===== src/rtl/pi_pkg.sv =====
// Package for the pi_accum Monte-Carlo batch accumulator.
// Holds the FSM state encoding and the Q-format helpers for the pi estimate.
package pi_pkg;

  // FSM state encoding shared by the accumulator.
  typedef enum logic [1:0] {
    ST_IDLE = 2'd0,
    ST_RUN  = 2'd1,
    ST_DONE = 2'd2
  } pi_state_e;

  // Default batch size and its fixed-point fraction width.
  localparam int unsigned SAMPLE_LOG2_DEFAULT = 20;
  localparam int unsigned PI_FRAC = SAMPLE_LOG2_DEFAULT - 2;

  // Fraction bits of the pi estimate for an arbitrary batch size: the estimate is
  // 4*hits/2^n, i.e. hits read as Q3.(n-2).
  function automatic int unsigned pi_frac(input int unsigned sample_log2);
    return sample_log2 - 2;
  endfunction

endpackage


===== src/rtl/pi_batch_ctr.sv =====
// Batch counters for pi_accum.
// Counts accepted samples and inside-circle hits for one batch, and flags when
// the sample counter is sitting on the final point of the batch.
// Ports:
//   clk       in   system clock, rising edge
//   rst_n     in   asynchronous reset, active-low
//   clr       in   clear both counters (wins over en)
//   en        in   count one sample this cycle
//   hit       in   the sample being counted fell inside the circle
//   hit_cnt   out  hits accumulated so far (SAMPLE_LOG2+1 bits)
//   last      out  samp_cnt == 2^SAMPLE_LOG2-1, next sample ends the batch
module pi_batch_ctr #(
  parameter int unsigned SAMPLE_LOG2 = 20
) (
  input  logic                   clk,
  input  logic                   rst_n,
  input  logic                   clr,
  input  logic                   en,
  input  logic                   hit,
  output logic [SAMPLE_LOG2:0]   hit_cnt,
  output logic                   last
);

  logic [SAMPLE_LOG2-1:0] samp_cnt_q;
  logic [SAMPLE_LOG2:0]   hit_cnt_q;

  // samp_cnt is exactly SAMPLE_LOG2 wide so it wraps to 0 on the last point.
  always_ff @(posedge clk or negedge rst_n) begin
    if (!rst_n) begin
      samp_cnt_q <= '0;
      hit_cnt_q  <= '0;
    end else if (clr) begin
      samp_cnt_q <= '0;
      hit_cnt_q  <= '0;
    end else if (en) begin
      samp_cnt_q <= samp_cnt_q + 1'b1;
      hit_cnt_q  <= hit_cnt_q + (SAMPLE_LOG2 + 1)'(hit);
    end
  end

  always_comb begin
    hit_cnt = hit_cnt_q;
    last    = (samp_cnt_q == {SAMPLE_LOG2{1'b1}});
  end

endmodule


===== src/rtl/pi_accum.sv =====
// Monte-Carlo pi accumulator.
// Consumes per-point inside/outside verdicts from the coordinate stage,
// accumulates a batch of 2^SAMPLE_LOG2 points and presents the hit count as a
// fixed-point pi estimate on a valid/ready handshake.
// Ports:
//   clk           in   system clock, rising edge
//   rst_n         in   asynchronous reset, active-low
//   start         in   pulse: begin a batch (honoured in IDLE only)
//   coord_valid   in   strobe: op_lt_1 is valid
//   op_lt_1       in   1 = point fell inside the unit circle
//   busy          out  registered, 1 while in RUN
//   result_valid  out  hit_count/pi_est valid and held
//   result_ready  in   consumer accepts result
//   hit_count     out  inside-circle count for the batch
//   pi_est        out  pi estimate, unsigned Q3.(SAMPLE_LOG2-2)
//   dropped       out  sticky: a coord_valid arrived outside RUN
module pi_accum
  import pi_pkg::*;
#(
  parameter int unsigned SAMPLE_LOG2  = 20,
  parameter bit          AUTO_RESTART = 1'b0
) (
  input  logic                 clk,
  input  logic                 rst_n,
  input  logic                 start,
  input  logic                 coord_valid,
  input  logic                 op_lt_1,
  output logic                 busy,
  output logic                 result_valid,
  input  logic                 result_ready,
  output logic [SAMPLE_LOG2:0] hit_count,
  output logic [SAMPLE_LOG2:0] pi_est,
  output logic                 dropped
);

  if (SAMPLE_LOG2 < 2 || SAMPLE_LOG2 > 30) begin : g_bad_param
    $error("pi_accum: SAMPLE_LOG2 must be in 2..30");
  end

  pi_state_e            state_q;
  logic [SAMPLE_LOG2:0] hit_cnt;
  logic                 last;
  logic                 ctr_clr;
  logic                 ctr_en;
  logic                 batch_end;
  logic                 handshake;

  always_comb begin
    handshake = (state_q == ST_DONE) && result_valid && result_ready;
    ctr_en    = (state_q == ST_RUN) && coord_valid;
    batch_end = ctr_en && last;
    // Counters restart on a fresh start, or on acceptance when auto-restarting.
    ctr_clr   = ((state_q == ST_IDLE) && start) || (handshake && AUTO_RESTART);
  end

  pi_batch_ctr #(
    .SAMPLE_LOG2(SAMPLE_LOG2)
  ) u_batch_ctr (
    .clk    (clk),
    .rst_n  (rst_n),
    .clr    (ctr_clr),
    .en     (ctr_en),
    .hit    (op_lt_1),
    .hit_cnt(hit_cnt),
    .last   (last)
  );

  always_ff @(posedge clk or negedge rst_n) begin
    if (!rst_n) begin
      state_q      <= ST_IDLE;
      busy         <= 1'b0;
      result_valid <= 1'b0;
      hit_count    <= '0;
      dropped      <= 1'b0;
    end else begin
      // Samples outside RUN are discarded but remembered.
      if (coord_valid && (state_q != ST_RUN)) begin
        dropped <= 1'b1;
      end
      case (state_q)
        ST_IDLE: begin
          if (start) begin
            state_q <= ST_RUN;
            busy    <= 1'b1;
          end
        end
        ST_RUN: begin
          if (batch_end) begin
            // Final point is not yet in hit_cnt, so fold it in here.
            hit_count    <= hit_cnt + (SAMPLE_LOG2 + 1)'(op_lt_1);
            result_valid <= 1'b1;
            busy         <= 1'b0;
            state_q      <= ST_DONE;
          end
        end
        ST_DONE: begin
          if (handshake) begin
            result_valid <= 1'b0;
            if (AUTO_RESTART) begin
              state_q <= ST_RUN;
              busy    <= 1'b1;
            end else begin
              state_q <= ST_IDLE;
            end
          end
        end
        default: begin
          state_q <= ST_IDLE;
          busy    <= 1'b0;
        end
      endcase
    end
  end

  // 4*hits/2^n is the hit count itself read as Q3.(n-2).
  assign pi_est = hit_count;

endmodule


===== config.mk =====
export PLATFORM = sky130hd
export DESIGN_NAME = pi_accum
export DESIGN_NICKNAME = d
export VERILOG_FILES = /design/src/rtl/pi_pkg.sv /design/src/rtl/pi_batch_ctr.sv /design/src/rtl/pi_accum.sv
export SDC_FILE = /design/constraint.sdc
export NUM_CORES = 1
export LEC_CHECK = 0
export CELL_PAD_IN_SITES_DETAIL_PLACEMENT = 2
export CELL_PAD_IN_SITES_GLOBAL_PLACEMENT = 2
export CORE_UTILIZATION = 34
export DETAILED_ROUTE_END_ITERATION = 12
export PLACE_DENSITY_LB_ADDON = 0.1
export SETUP_SLACK_MARGIN = 0.1
export SYNTH_ARGS = -nofsm -noshare
export SYNTH_HDL_FRONTEND = slang
export SYNTH_SLANG_ARGS = --single-unit

===== constraint.sdc =====
create_clock -name clk -period 2.81 [get_ports clk]
set_input_delay 0.281 -clock clk [delete_from_list [all_inputs] [get_ports clk]]
set_output_delay 0.281 -clock clk [all_outputs]
set_load 0.005 [all_outputs]

==> run metrics <==
status finished clean; DR DRC count 0; Max Cap Violations 0; RSZ-0062 raised after global routing false; Clock Tree Buf Depth 2; Core Rows 37; die area 11100 um2; GR Overflow Total 0; WL/cell 18.2 um; register clock-pin slew on the reported worst setup and hold paths 70 ps; CTS tree built; first-pass GRT wire length 17100 um; Psw 0.553 mW; leakage power 1.87 nW; share of post-route cells with drive strength above 1 8.23%; Top FF cell, synth dfrtp_1; initial antenna violation count 0; Post-synth EDFFs 0; die width 105 um; Post-Syn Instances 376; Cell variety after synth 47; Worst Tran Pin Value 837 ps; combinational power share 9.8%; H-tree depth 3; HP Class input port to async pin; GRT Overall Usage 19.8%; post-DR vias/cell 5.44; power per standard cell area 468 nW/um2; Initial Util 35.1%; DP Wirelength 6950 um; min cycle time layout 2290 ps; Setup Fix Bufs, Post-CTS 0; CP Launch Type input port; largest net degree at the start of global routing 36; final critical-path share of the clock period 81.5%; Setup crit end kind register; final wirelength 9990 um; Post-Syn Nets 385; Sequential Power Share 53.8%; area delta synth->final 19.1%; top cell type's share of synthesized area 46.2%; Skew-Pair Late Insertion Delay 340 ps; hold buffer count at CTS 0; post-synthesis sequential area ratio 46.2%; # setup viols final 0; vias 2988; total power 2.02 mW; VDD IR max 0.000261 V; Req. time, crit path 3080 ps; FMAX 437 MHz; Ports 51; worst r2r dst hit_count[20]; Iteration-0 DRC Markers 102; Root Buffer clkbuf_8; Syn Area/Cell 9.65 um2; skew final 7.50 ps; final hold violation count 0; top cells by area, synth dfrtp_1 46%, buf_4 4.6%, o21ai_0 3.9%, mux2_1 3.7%, a21oi_1 3.2%; Max-slew headroom 44.2%; TritonCTS Buffers 9; TritonRoute pass-1 iters 4; critical path type input port to register; reg2reg path depth 6; Final #Nets 417; switching part of the total power 27.4%; async set-reset flop share out of synthesis 100%; DIE HEIGHT 105 um; Pins Over Slew Limit 0; Synth Register Bits 67; register-to-register setup slack 560 ps; # diodes 0; CP Data Arrival Time 2560 ps; Antenna Nets Post-Route 0; Final GP Congestion 0.723; Internal Power 1.47 mW; Netlist Area Pre-Place 3630 um2; CP Max Fanout 12; YS warnings 0; Synth area leader dfrtp_1; Clk pwr share 36.4%; vias in the first global route 3364; reg2reg start u_batch_ctr.hit_cnt[0]; setup TNS 0 ps; core area 10300 um2; # resized after CTS 0; port bufs 50; Sink Count 67
-- state kept, by name (all words and copies together) (netlist names) --
signal,cells
busy,1
dropped,1
hit_count,21
result_valid,1
state_q,2
u_batch_ctr.hit_cnt,21
u_batch_ctr.samp_cnt_q,20
-- cells in the final DEF, fill, tap and decap left out, types with 3 or more instances in the layout --
cell | synthesis | final
or3_1 | 13 | 13
a31oi_1 | 15 | 15
inv_1 | 10 | 10
buf_4 | 22 | 12
dfrtp_1 | 67 | 67
nand4_1 | 14 | 14
nand3_1 | 13 | 13
xnor2_1 | 10 | 10
nor4_1 | 3 | 3
ha_1 | 3 | 3
o31ai_1 | 3 | 3
a21oi_1 | 23 | 23
and3_1 | 10 | 10
xor2_1 | 10 | 10
or4_1 | 5 | 5
o21ai_0 | 28 | 28
clkbuf_8 | 0 | 11
a21o_1 | 5 | 5
clkdlybuf4s50_1 | 0 | 49
a22o_1 | 7 | 7
mux2_1 | 12 | 12
nor2_1 | 17 | 17
and2_1 | 4 | 4
nor3_1 | 6 | 6
o22ai_1 | 3 | 3
and4_1 | 7 | 7
nand2_1 | 24 | 24
clkbuf_1 | 15 | 3
-- through the flow --
stage | hold WS (ps) | util (%) | std cells | area [um2] | setup WS [ps]
after floorplan | -14.6 | - | 376 | 3630 | 652
after global placement | 438 | 40.2 | 533 | 4150 | 261
after detailed placement | 429 | 40.2 | 533 | 4150 | 156
after CTS | 49.6 | 41.9 | 549 | 4320 | 524
after global routing | 83.4 | 41.9 | 549 | 4320 | 391
final | 27.6 | 41.9 | 549 | 4320 | 521
-- Yosys cell counts, drive strengths merged (4+ instances only) --
master / instances
a21o: 5
a21oi: 23
a22o: 7
a31oi: 15
and2: 4
and3: 10
and4: 7
buf: 27
clkbuf: 15
dfrtp: 67
inv: 10
mux2: 12
nand2: 24
nand3: 14
nand4: 14
nor2: 17
nor3: 6
nor4: 4
o21ai: 29
or3: 13
or4: 6
xnor2: 10
xor2: 10
-- worst max-delay path by stage --
stage	cells after the start	start	to
floorplan	7	u_batch_ctr.hit_cnt[0]	hit_count[20]
global placement	7	op_lt_1	hit_count[20]
detailed placement	7	op_lt_1	hit_count[16]
CTS	7	op_lt_1	hit_count[16]
global route	5	u_batch_ctr.samp_cnt_q[0]	u_batch_ctr.samp_cnt_q[18]
finish	7	op_lt_1	hit_count[20]
-- cell families (layout without fill, tap and decap cells) --
kind of cell	after synthesis	count (layout)	share of synthesized area, %
flops	67	67	46.2
xor+xnor	20	20	4.83
mux	14	14	4.28
compound gates	94	94	15.8
buf+inv	52	89	8.18
fa+ha+maj	3	3	1.03
simple gates	126	126	19.7
-- critical path, cell delays in order --
cell,delay [ps]
clkdlybuf4s50_1,460
ha_1,200
ha_1,290
nand3_2,130
or4_4,650
or3_1,370
a31oi_1,170
-- metal layers --
layer / vias to the layer above / wire length (um) / global-route usage [%] / part of all wire (%)
met1: 1517 / 4680 / 25.5 / 47
met4: 0 / 116 / 5.73 / 1.2
met3: 9 / 267 / 3.77 / 2.7
met5: - / 0 / 0 / 0
met2: 52 / 4930 / 33.7 / 49
li1: 1410 / - / - / -
-- layout make-up --
| type | count | area [um2] |
|---|---|---|
| sequential | 67 | 1680 |
| clock inverter | 2 | 10.0 |
| multi-input combinational | 257 | 1660 |
| clock buffer | 14 | 163 |
| tap | 136 | 170 |
| inverter | 10 | 37.5 |
| timing repair buffer | 63 | 606 |
| fill | 1139 | 6000 |
-- power by group through the flow --
| stage | Combinational (mW) | Clock, mW | Sequential [mW] |
|---|---|---|---|
| after floorplan | 0.127 | 0 | 1.09 |
| after global placement | 0.191 | 0 | 1.10 |
| after detailed placement | 0.202 | 0 | 1.11 |
| after CTS | 0.203 | 0.774 | 1.09 |
| after global routing | 0.229 | 0.807 | 1.10 |
| final | 0.198 | 0.736 | 1.09 |
No activity file was read; power rests on OpenSTA's default activity.
